## src/rtl/rr_arb_pkg.sv

```systemverilog
// rtl/rr_arb_pkg.sv - shared types and constants for the round-robin arbiter
package rr_arb_pkg;
  localparam int NUM_REQ = 4;
  localparam int IDX_W   = 2;

  typedef enum logic {
    IDLE  = 1'b0,
    GRANT = 1'b1
  } state_t;
endpackage

```

## src/rtl/rr_arbiter_4_if.sv

```systemverilog
// rtl/rr_arbiter_4_if.sv - request/grant bundle between requesters and the arbiter
interface rr_arbiter_4_if;
  import rr_arb_pkg::*;

  logic               en;
  logic [NUM_REQ-1:0] req;
  logic [NUM_REQ-1:0] gnt;
  logic [IDX_W-1:0]   gnt_idx;
  logic               busy;

  // master: requester side; slave: the arbiter itself
  modport master (output en, output req, input gnt, input gnt_idx, input busy);
  modport slave  (input en, input req, output gnt, output gnt_idx, output busy);
endinterface

```

## src/rtl/decoder_2x4_en.sv

```systemverilog
// rtl/decoder_2x4_en.sv - 2-to-4 one-hot decoder with output enable
module decoder_2x4_en
  import rr_arb_pkg::*;
(
  input  logic [IDX_W-1:0]   idx_i,
  input  logic               en_i,
  output logic [NUM_REQ-1:0] out_o
);
  assign out_o = en_i ? (NUM_REQ'(1) << idx_i) : '0;
endmodule

```

## src/rtl/rr_arbiter_4.sv

```systemverilog
// rtl/rr_arbiter_4.sv - four-way round-robin arbiter with bounded grant hold
module rr_arbiter_4
  import rr_arb_pkg::*;
#(
  parameter int HOLD_MAX = 8
) (
  input  logic           clk,
  input  logic           rst_n,
  rr_arbiter_4_if.slave  bus
);
  state_t           state_q, state_d;
  logic [IDX_W-1:0] ptr_q, ptr_d;
  logic [IDX_W-1:0] idx_q, idx_d;
  logic [7:0]       hold_q, hold_d;
  logic             release_grant;
  logic             gnt_en;

  // First requester at or after the priority pointer, wrapping mod 4.
  function automatic logic [IDX_W-1:0] pick_winner(input logic [NUM_REQ-1:0] r,
                                                   input logic [IDX_W-1:0]   p);
    logic [IDX_W-1:0] w;
    logic [IDX_W-1:0] c;
    logic             found;
    w     = p;
    found = 1'b0;
    for (int k = 0; k < NUM_REQ; k++) begin
      c = p + IDX_W'(k);
      if (!found && r[c]) begin
        w     = c;
        found = 1'b1;
      end
    end
    return w;
  endfunction

  always_ff @(posedge clk) begin
    if (!rst_n) begin
      state_q <= IDLE;
      ptr_q   <= '0;
      idx_q   <= '0;
      hold_q  <= '0;
    end else begin
      state_q <= state_d;
      ptr_q   <= ptr_d;
      idx_q   <= idx_d;
      hold_q  <= hold_d;
    end
  end

  assign release_grant = !bus.en || !bus.req[idx_q] || (hold_q == 8'(HOLD_MAX - 1));

  always_comb begin
    state_d = state_q;
    ptr_d   = ptr_q;
    idx_d   = idx_q;
    hold_d  = hold_q;
    case (state_q)
      IDLE: begin
        if (bus.en && (bus.req != '0)) begin
          state_d = GRANT;
          idx_d   = pick_winner(bus.req, ptr_q);
          hold_d  = '0;
        end
      end
      GRANT: begin
        if (release_grant) begin
          state_d = IDLE;
          ptr_d   = idx_q + IDX_W'(1);
        end else begin
          hold_d  = hold_q + 8'd1;
        end
      end
      default: state_d = IDLE;
    endcase
  end

  always_comb begin
    gnt_en      = (state_q == GRANT);
    bus.busy    = gnt_en;
    bus.gnt_idx = idx_q;
  end

  decoder_2x4_en u_gnt_dec (
    .idx_i (idx_q),
    .en_i  (gnt_en),
    .out_o (bus.gnt)
  );
endmodule

```

## src/flat_wrapper.sv

```systemverilog
// flat-port wrapper written by rule: the top's interface ports become plain ports
module rr_arbiter_4_flat import rr_arb_pkg::*;
#(
  parameter int HOLD_MAX = 8
)
  (clk, rst_n, bus_en, bus_req, bus_gnt, bus_gnt_idx, bus_busy);
  rr_arbiter_4_if bus_i ();
  input  logic clk;
  input  logic rst_n;
  input wire logic [$bits(bus_i.en)-1:0] bus_en;
  input wire logic [$bits(bus_i.req)-1:0] bus_req;
  output wire logic [$bits(bus_i.gnt)-1:0] bus_gnt;
  output wire logic [$bits(bus_i.gnt_idx)-1:0] bus_gnt_idx;
  output wire logic [$bits(bus_i.busy)-1:0] bus_busy;
  assign bus_i.en = bus_en;
  assign bus_i.req = bus_req;
  assign bus_gnt = bus_i.gnt;
  assign bus_gnt_idx = bus_i.gnt_idx;
  assign bus_busy = bus_i.busy;
  rr_arbiter_4 #(.HOLD_MAX(HOLD_MAX)) u_core (.clk(clk), .rst_n(rst_n), .bus(bus_i));
endmodule
```

## config.mk

```make
export PLATFORM = sky130hd
export DESIGN_NAME = rr_arbiter_4_flat
export DESIGN_NICKNAME = d
export VERILOG_FILES = /design/src/rtl/rr_arb_pkg.sv /design/src/rtl/rr_arbiter_4_if.sv /design/src/rtl/decoder_2x4_en.sv /design/src/rtl/rr_arbiter_4.sv /design/src/flat_wrapper.sv
export SDC_FILE = /design/constraint.sdc
export NUM_CORES = 1
export LEC_CHECK = 0
export BUFFER_PORTS_ARGS = -buffer_cell sky130_fd_sc_hd__buf_2
export CAP_MARGIN = 10
export CORE_MARGIN = 8
export CORE_UTILIZATION = 57
export DETAILED_ROUTE_END_ITERATION = 16
export GPL_TIMING_DRIVEN = 0
export PLACE_DENSITY = 0.79
export SLEW_MARGIN = 10
export SYNTH_ARGS = -nofsm -noshare
export SYNTH_HDL_FRONTEND = slang
export SYNTH_SLANG_ARGS = --single-unit
```

## constraint.sdc

```tcl
create_clock -name clk -period 3.39 [get_ports clk]
set_clock_uncertainty 0.2 [all_clocks]
set_input_delay 0.1695 -clock clk [delete_from_list [all_inputs] [get_ports clk]]
set_output_delay 0.1695 -clock clk [all_outputs]
set_load 0.1 [all_outputs]
```

# After elaboration in Yosys (flattened, before gate mapping)
# Index checks and enable logic that the tools add are counted.
# op_classes
eq_ne	3
add_sub_neg	5
bitwise_logic	1
div_mod_pow	0
n_shift	1
multipliers	0
order_cmp	5
n_mux	29
reduce_logical	15
# ops
operator	n
1-bit two-way mux	16
8-bit two-way mux	2
8-bit case mux with 2 select lines	1
2-bit by 3-bit less-than comparator with 1-bit output, second input constant	5
1-bit binary-select mux with 2-bit select	5
8-bit by 1-bit adder with 8-bit output, second input constant	1
8-bit by 3-bit equality test with 1-bit output, second input constant	1
2-bit two-way mux	3
2-bit AND reduction	3
1-bit zero test	5
2-bit by 1-bit adder with 2-bit output, second input constant	2
2-bit adder, second input constant	2
1-bit logical AND	4
4-bit two-way mux	1
4-bit nonzero test	1
1-bit by 2-bit left shift with 4-bit output, first input constant	1
1-bit logical OR	2
2-bit by 1-bit inequality test with 1-bit output, second input constant	1
2-bit inequality test, second input constant	1
1-bit case mux with 2 select lines	1
1-bit NOT	1
# totals
mem_bits_ro	0
ram_bits	0
inputBits	7
register_bits	13
n_memories	0
latch_bits	0
wordCells	63
out_inout_bits	7

# Depth between registers and ports, before layout
# depth
depth_word	18
depth_mapped	6

# Hierarchy
# From an unflattened synthesis, not the netlist that was laid out.
# unflattened
hier_cells	93
area_unflattened_um2	787.0
# modules_own_cells
mod	seq_area_each_um2	cells_per_inst	n_inst	area_per_inst_um2
rr_arbiter_4	260.2	89	1	749.5
decoder_2x4_en	0.0	4	1	37.5

# Worst setup path before layout
# Ideal clock, no wire load.
# synth_path
kind	register to register
startpoint	register u_core.idx_q[0] (netlist: u_core.bus.gnt_idx[0])
endpoint	register u_core.hold_q[7]
path_stages_with_launch	5
setup_slack_ps	852
setup_time_ps	71
arrival_time_ps	2267
cell_sequence	dfxtp_1 mux4_2 o2111ai_4 or4_1 a21oi_1
# synth_between
elab_chain_cells	7
# synth_lines
element	line_no	text
start, declared	rr_arbiter_4.sv:13	logic [IDX_W-1:0] idx_q, idx_d;
start signal, assigned	rr_arbiter_4.sv:45	idx_q <= idx_d;
1-bit binary-select mux with 2-bit select	rr_arbiter_4.sv:50	assign release_grant = !bus.en || !bus.req[idx_q] || (hold_q == 8'(HOLD_MAX - 1));
1-bit two-way mux (not written as such)	rr_arbiter_4.sv:50	
1-bit zero test	rr_arbiter_4.sv:50	
1-bit logical OR (2 in series)	rr_arbiter_4.sv:50	
2-bit inequality test (no line)	--	
2-bit AND reduction (no line)	--	
end signal, assigned	rr_arbiter_4.sv:46	hold_q <= hold_d;
end, declared	rr_arbiter_4.sv:14	logic [7:0] hold_q, hold_d;
# Every way passes these cells. The select of a mux whose other input is x is not followed.
# A chain may end at the register's enable or synchronous reset.

# Final worst setup path
# layout_path
startpoint	register u_core.hold_q[0]
endpoint	register u_core.hold_q[5]
# layout_between
elab_chain_cells	4
elab_cells_between_ends	7
cone_classes	add/sub (1); eq/ne (2); mux (2); reduce/logical (2)
# layout_lines
element
branches (longest 4 deep; another with 8-bit by 1-bit adder with 8-bit output)
# Parallel ways; which one is timed is not known. The select of a mux whose other input is x is not followed.

==> impl_results.md <==
* Outcome: finished, final reports clean
* Post-synth top flop: dfxtp_1
* Cell taking the most area after synthesis: dfxtp_1
* Final core occ at 69.80%
* Seq/Total Area, Yosys at 31.95%
* Via-per-instance ratio at 5.951
* Final slew viol count at 0
* Clock latency on the worst-skew pair at 0.28 ns
* Starting density of the core at 61.82%
* RSZ-0062 raised after global routing: false
* Number of flops mapped to enable cells by yosys at 0
* Yosys cell types at 33
* Worst R2R Path Depth at 6
* Post-CTS sizing at 0
* DRC Markers at 0
* Post-layout instance area at 919.6 sq um
* Final setup viols at 0
* Fin cells at 122
* Inserted Clock Buffers at 3
* Area growth syn-to-layout at 12.90%
* Placement Cell Area at 893.4 sq um
* Worst setup EP type: flip-flop
* # hold bufs at CTS at 0
* Wirelength per Cell at 14.52 um
* Post-CTS Setup Bufs at 0
* Yosys top cell area share at 31.95%
* Die Footprint at 2894 sq um
* Top-count cell post-synth: dfxtp_1
* Worst Hold Class: in2reg
* Crit share post-route at 64.91%
* Max cap viols at 0
* Post-DRT Antenna Nets at 0
* CTS tree: built
* Via count at 726
* Placeable core region at 1318 sq um
* Clk buf depth at 2
* Nets at 120
* Top cells by count, synth: dfxtp_1, nand2_1, a21oi_1
* CP startpoint kind: flip-flop
* Average size of a mapped cell at 8.951 sq um
* Peak VDD IR at 0.0002601 V
* Share of cells above drive strength 1 at 27.10%
* Mapped Nets at 103
* Setup TNS at 0 ns
* Pin count of the biggest net entering global routing at 11
* Fin worst setup slack at 1.189 ns
* DRT iter0 DRCs at 14
* Final WL at 1.771 mm
* Pre-CTS setup slack at 1.223 ns
* CTS Root Buffer Type: clkbuf_4
* Synth Instances at 91
* Slew @ Worst Pin at 0.8296 ns
* WP data arrival at 2.20 ns
* Vias in the first global route at 666
* TritonCTS Sinks at 13
* Die W at 53.80 um
* # port buffers at 12
* Htree depth at 1
* FFs w/ async S/R, synth at 0%
* Initial antenna violation count at 0
* Fin crit period at 2.201 ns
* Top post-synthesis cells by area: dfxtp_1, ha_1, a21oi_1, nand2_1, or3_2
* Die Y at 53.80 um
* Fmax achieved at 454.4 MHz
* Total track usage at 12.57%
* Power density cells at 368.4 nW/um^2
* Post-DP HPWL at 1.345 mm
* Worst path required time at 3.39 ns
* Row Count at 13
* FF+latch count, synth at 13
* Reg clk slew, reported paths at 0.08 ns
* Number of synthesis warnings at 0
* ANT cells at 0
* Leak at 0.0003580 uW
* Hold depth at 3
* Mapped Area at 814.5 sq um
* Top Ports at 14
* Final hold violation count at 0
* Dpl cells at 118
* First-pass GRT wire length at 2.801 mm
* Initial DRT Pass Iterations at 4
* Remaining Overflow, GRT at 0
* Setup CP Type: reg2reg
* Placer congestion estimate at 0.7292
* CP max FO at 10
* Rel. slew slack at 44.09%
[layout by cell type, fill, tap and decap left out, drive strengths merged, types with 2 or more instances in the layout]
| cell type | n |
|---|---|
| dfxtp | 13 |
| buf | 13 |
| nand2 | 10 |
| a21oi | 8 |
| inv | 7 |
| ha | 5 |
| and2 | 5 |
| nand3 | 4 |
| o21ai | 4 |
| or3 | 4 |
| clkbuf | 4 |
| nor2b | 3 |
| a211oi | 3 |
| o31ai | 2 |
| or4 | 2 |
| o221ai | 2 |
| nor3 | 2 |
[routing by layer]
layer	wire length [um]	track usage, %	share of wire, %
met1	837	15.96	47
met2	849	20.08	48
met3	83	5.234	4.7
met4	0	1.261	0
met5	0	0	0
[report_power, final]
part	total (uW)	internal [uW]	switching, uW
Sequential	164	157	7.20
Clock	96.6	45.6	51.0
Combinational	77.8	20.9	56.9
[worst max-delay path, stage by stage (launching register included)]
cell and delay [ns]:
dfxtp_1 0.38, ha_1 0.24, or4b_4 0.51, o2111ai_4 0.33, buf_6 0.19, nand2_1 0.06
o221ai_1 0.21
[cells by family after synthesis]
logic type / after synthesis / synth area share, %
multiplexers: 2 / 3.994
adder cells (fa/ha/maj): 5 / 7.680
flip-flops: 13 / 31.95
buffers and inverters: 9 / 5.838
AND/OR/NAND/NOR: 37 / 27.04
AO/OA/AOI/OAI: 25 / 23.50
[through the flow]
stage | hold slack, ns | total power, uW
finish | 0.1675 | 338.8
global route | 0.1869 | 354.2
CTS | 0.1641 | 340.7
detailed placement | 0.2849 | 245.9
global placement | 0.2610 | 244.0
floorplan | 0.2218 | 227.1
[final timing paths]
check | to | slack [ns] | from
worst max-delay path | u_core.hold_q[5] | 1.19 | u_core.hold_q[0]
worst min-delay path | u_core.ptr_q[0] | 0.17 | bus_en
worst max register to register | u_core.hold_q[5] | 1.19 | u_core.hold_q[0]
worst min register to register | u_core.hold_q[1] | 0.29 | u_core.hold_q[1]
[layout make-up]
type,count,area [sq um]
timing repair buffer,12,60.06
inverter,7,26.28
sequential,13,260.3
buffer,2,21.27
clock buffer,4,26.28
fill,110,397.9
multi-input combinational,69,506.7
tap,15,18.77
[registers in the layout (all words and copies together) (netlist names)]
register	cells
u_core.hold_q	8
u_core.bus.gnt_idx	2
u_core.bus.busy	1
u_core.ptr_q	2
(Power assumes the default switching activity.)
